`src/rtl/rdc_reset_sequencer.sv`:
```
// rdc_reset_sequencer: turns the board clock and asynchronous active-low reset
// into ordered per-domain resets. Reset assertion is asynchronous. Deassertion
// is synchronized and then released one domain at a time, HOLD_CYCLES apart.
// A four-phase software handshake re-runs the full assert/release sequence.
//
// Ports:
//   clk           sole clock
//   rst_n         asynchronous active-low reset
//   sw_rst_req    software reset request (level, synchronous to clk)
//   sw_rst_ack    software reset acknowledge (registered)
//   domain_rst_n  active-low reset per domain; bit 0 is released first (registered)
//   all_released  high when every domain is out of reset (registered)
module rdc_reset_sequencer #(
  parameter int unsigned SYNC_STAGES = 2,
  parameter int unsigned NUM_DOMAINS = 3,
  parameter int unsigned HOLD_CYCLES = 4
) (
  input  logic                   clk,
  input  logic                   rst_n,
  input  logic                   sw_rst_req,
  output logic                   sw_rst_ack,
  output logic [NUM_DOMAINS-1:0] domain_rst_n,
  output logic                   all_released
);

  localparam int unsigned CW = (HOLD_CYCLES > 1) ? $clog2(HOLD_CYCLES) : 1;
  localparam int unsigned IW = $clog2(NUM_DOMAINS + 1);

  typedef enum logic [2:0] {
    ST_RESET,
    ST_RELEASE,
    ST_RUN,
    ST_SW_HOLD,
    ST_SW_ACK
  } state_t;

  state_t                 state;
  logic [CW-1:0]          cnt;
  logic [IW-1:0]          idx;
  logic [SYNC_STAGES-1:0] sync_q;
  logic                   rst_sync;

  // Reset-deassertion synchronizer: cleared asynchronously, shifts in ones.
  always_ff @(posedge clk or negedge rst_n) begin
    if (!rst_n) begin
      sync_q <= '0;
    end else begin
      sync_q <= {sync_q[SYNC_STAGES-2:0], 1'b1};
    end
  end

  assign rst_sync = sync_q[SYNC_STAGES-1];

  // Sequencer FSM. RESET leaves on the edge where rst_sync rises (the stage
  // feeding it is already 1), so the first release lands HOLD_CYCLES after it.
  always_ff @(posedge clk or negedge rst_n) begin
    if (!rst_n) begin
      state        <= ST_RESET;
      cnt          <= '0;
      idx          <= '0;
      domain_rst_n <= '0;
      all_released <= 1'b0;
      sw_rst_ack   <= 1'b0;
    end else begin
      case (state)
        ST_RESET: begin
          if (sync_q[SYNC_STAGES-2] || rst_sync) begin
            state <= ST_RELEASE;
            cnt   <= '0;
            idx   <= '0;
          end
        end

        ST_RELEASE: begin
          if (cnt == CW'(HOLD_CYCLES - 1)) begin
            cnt <= '0;
            idx <= idx + IW'(1);
            for (int unsigned i = 0; i < NUM_DOMAINS; i++) begin
              if (idx == IW'(i)) domain_rst_n[i] <= 1'b1;
            end
            if (idx == IW'(NUM_DOMAINS - 1)) begin
              all_released <= 1'b1;
              state        <= ST_RUN;
            end
          end else begin
            cnt <= cnt + CW'(1);
          end
        end

        ST_RUN: begin
          if (sw_rst_req) begin
            domain_rst_n <= '0;
            all_released <= 1'b0;
            cnt          <= '0;
            state        <= ST_SW_HOLD;
          end
        end

        ST_SW_HOLD: begin
          if (cnt == CW'(HOLD_CYCLES - 1)) begin
            sw_rst_ack <= 1'b1;
            state      <= ST_SW_ACK;
          end else begin
            cnt <= cnt + CW'(1);
          end
        end

        ST_SW_ACK: begin
          // Domains stay in reset until the controller drops its request.
          if (!sw_rst_req) begin
            sw_rst_ack <= 1'b0;
            cnt        <= '0;
            idx        <= '0;
            state      <= ST_RELEASE;
          end
        end

        default: begin
          state <= ST_RESET;
        end
      endcase
    end
  end

endmodule

```
`config.mk`:
```
export PLATFORM = sky130hd
export DESIGN_NAME = rdc_reset_sequencer
export DESIGN_NICKNAME = d
export VERILOG_FILES = /design/src/rtl/rdc_reset_sequencer.sv
export SDC_FILE = /design/constraint.sdc
export NUM_CORES = 1
export LEC_CHECK = 0
export CAP_MARGIN = 20
export CORE_MARGIN = 1.5
export CORE_UTILIZATION = 40
export DETAILED_ROUTE_END_ITERATION = 6
export GPL_TIMING_DRIVEN = 0
export HOLD_SLACK_MARGIN = 0.02
export SYNTH_ARGS = -nofsm -noshare
export SYNTH_HDL_FRONTEND = slang
export SYNTH_SLANG_ARGS = --single-unit
```
`constraint.sdc`:
```
create_clock -name clk -period 1.18 [get_ports clk]
set_input_delay 0.177 -clock clk [delete_from_list [all_inputs] [get_ports clk]]
set_output_delay 0.177 -clock clk [all_outputs]
set_load 0.02 [all_outputs]
```
==> metrics, run 1 <==
Final period util 1.03; sequential share of the synthesized area 0.438; sw frac 0.402; row count 15; Leak Pwr around 0.43 nW; Clock transition at path regs around 0.08 ns; status finished with violations; Post-DP Area 845 um^2; first-pass GRT wire length 2.71 mm; CTS Buf Count 3; Gate power share 0.553; Hold WS 0.265 ns; Post-synth EDFFs 0; Post-Route WL around 1.8 mm; GRT Overall Usage 0.187; P_sw 0.000924 W; clock power share 0.124; TritonCTS clock tree built; vias in the first global route 600; starting density of the core 0.430; drt wl/cell 15.0 um; Main synth FF type dfrtp_1; Hold WC Path Type input pin to async pin; Post-synth top cells dfrtp_1 (13), nand2_1 (7), o21ai_0 (7); clock tree buffer depth 2; via count 659; failing checks negative setup slack; syn_nets 80; HPWL after detailed placement approximately 1 mm; hold buffers post-CTS 0; ant diodes 0; TritonRoute pass-1 iters 4; CTS H-tree lvls 1; Final Hold Fails 0; core area 0.00173 mm^2; Die Span Y 46.1 um; Layout Nets roughly 100; cell-internal power 0.00138 W; Post-Syn Area 743 um^2; die area 0.00213 mm^2; Final GP Congestion about 0.76; Post-route DRC 0; Setup crit end kind flop; type of the worst setup path flop to flop; actual slew at the worst max-slew pin 0.588 ns; Final Max Slew Viols 0; total I/O pin count 8; Worst VDD drop 1.04 mV; die width 46.1 um; Syn Area/Cell ~10 um^2; CP max FO 4; Num Clock Sinks 13; unrepaired setup endpoints after global routing yes; Final Skew 0.00186 ns; DRT antenna net count 0; min Tclk post-route 1.22 ns; CP Launch Type flop; register bit total from synthesis 13; area grow syn2layout 38.0%; pin count of the biggest net entering global routing 14; Max Fclk 821 MHz; Overflow after GRT 0; synthesized instance count 73; Critical Path RT 1.35 ns; Yosys Warn Count 0; Flop pwr share 0.323; Synth area leader dfrtp_1; number of vias per cell about 5.5; Filler Cell Count between 150 and 200; setup violators final 6; synth top area cells dfrtp_1 (44%), ha_1 (6.7%), o211ai_1 (5.1%); share of layout cells above drive strength 1 0.411; count of cell types in the netlist 32; PnR worst setup slack -0.0379 ns; count leader, synth dfrtp_1; initial DRC count 16; ys async rst share 1.00; top cell type's share of synthesized area 0.438; antenna violations before repair 0; CTS root buf clkbuf_4; MaxCap Viol Count 0; design area 0.00103 mm^2; port buffer count 7; power per cell area 2240 mW/mm^2; Max transition margin 0.607; clock latency on the worst-skew pair 0.28 ns; WP data arrival about 1.4 ns
logic make-up (layout without fill, tap and decap cells):
kind of cell | after synthesis | count (layout) | share of synthesized area
AO/OA/AOI/OAI | 24 | 24 | 0.209
XOR/XNOR | 1 | 1 | 0.0118
adder cells (fa/ha/maj) | 4 | 4 | 0.0673
buffers and inverters | 8 | 30 | 0.0707
flip-flops | 13 | 13 | 0.438
multiplexers | 1 | 1 | 0.0135
other | 1 | 1 | 0.00505
AND/OR/NAND/NOR | 21 | 21 | 0.185
metrics by stage:
| step | cells | total power (W) | util | TNS [ns] | worst slack (ns) |
|---|---|---|---|---|---|
| global route | 120 | 0.00247 | 0.594 | -0.454 | -0.0833 |
| global placement | 105 | 0.00161 | 0.489 | -1.96 | -0.324 |
| CTS | 116 | 0.00211 | 0.569 | -0.0252 | -0.0189 |
| floorplan | 73 | 0.00136 | - | 0 | 0.0272 |
| detailed placement | 105 | 0.00162 | 0.489 | -2.10 | -0.337 |
| finish | 120 | 0.00230 | 0.594 | -0.0583 | -0.0379 |
cell type report:
cell class	instances	area [um^2]	share of cell area
inverters	4	15.0	0.0146
plain buffers	4	41.3	0.0402
flip-flops and latches	13	328	0.320
multi-input cells	52	442	0.430
repair buffers	18	143	0.139
clock buffers	4	26.3	0.0256
well taps	25	31.3	0.0305
power by group through the flow:
stage                     Combinational (W)  Sequential (W)  Clock [W]
after detailed placement           0.000895        0.000726          0
after global routing                0.00139        0.000763   0.000314
after CTS                           0.00108        0.000737   0.000299
final                               0.00127        0.000744   0.000285
after global placement             0.000887        0.000723          0
after floorplan                    0.000619        0.000745          0
critical path, stage by stage (launching register included):
cell and delay, ns:
dfrtp_1 0.43, ha_2 0.21, o211ai_1 0.22, xor2_1 0.19
nor2_1 0.06
layer usage:
layer / wire (um) / GRT usage / share of wire
met3: 57 / 0.0353 / 0.032
met4: 18 / 0.103 / 0.010
met5: 0 / 0 / 0
met1: 839 / 0.241 / 0.47
met2: 880 / 0.292 / 0.49
layout by cell type, fill, tap and decap left out, types with 2 or more instances in the layout:
| master | instances |
|---|---|
| buf_6 | 6 |
| a21oi_1 | 2 |
| nand2_1 | 7 |
| a22o_1 | 2 |
| a31oi_1 | 3 |
| o211ai_1 | 5 |
| o21ai_0 | 4 |
| dfrtp_1 | 11 |
| inv_1 | 3 |
| o21ai_1 | 2 |
| clkbuf_2 | 3 |
| clkbuf_4 | 3 |
| ha_1 | 2 |
| dfrtp_2 | 2 |
| buf_4 | 9 |
path summary, 6_finish.rpt:
check                                            start                          end  slack (ns)  depth (start not counted)
setup / recovery                    idx[1]$_DFFE_PN0P_         state[1]$_DFFE_PN0P_       -0.04                          4
hold / removal                                   rst_n  domain_rst_n[0]$_DFFE_PN0P_        0.26                          1
setup reg to reg                    idx[1]$_DFFE_PN0P_         state[1]$_DFFE_PN0P_       -0.04                          4
hold reg to reg            domain_rst_n[0]$_DFFE_PN0P_  domain_rst_n[0]$_DFFE_PN0P_        0.50                          1
max in group asynchronous                        rst_n         state[1]$_DFFE_PN0P_        0.50                          1
min in group clk                            sw_rst_req         state[2]$_DFFE_PN0P_        0.42                          3
flip-flops by register name, summed over array words and instances (netlist names):
signal / cells
cnt: 2
domain_rst_n: 3
idx: 2
sync_q: 2
sw_rst_ack: 1
state: 3
timing repair:
item                                    4_1_cts  5_1_grt
gates resized for setup                      25       16
endpoints found under the setup margin       16       13
buffers inserted                              6        4
gates cloned                                  1        0
pin swaps                                    11       11
(Power assumes the default switching activity.)
==> inputs of run 2 (changes only) <==
- CTS_CLUSTER_SIZE: not set -> 25
==> results of run 2 <==
Same layout as run 1: the final DEF is identical, and so are final timing and power.
==> inputs of run 3 (changes only) <==
- ABC_CLOCK_PERIOD_IN_PS: not set -> 1180
- CTS_CLUSTER_SIZE: 25 -> 16
==> results of run 3 <==
Same layout as run 1: the final DEF is identical, and so are final timing and power.
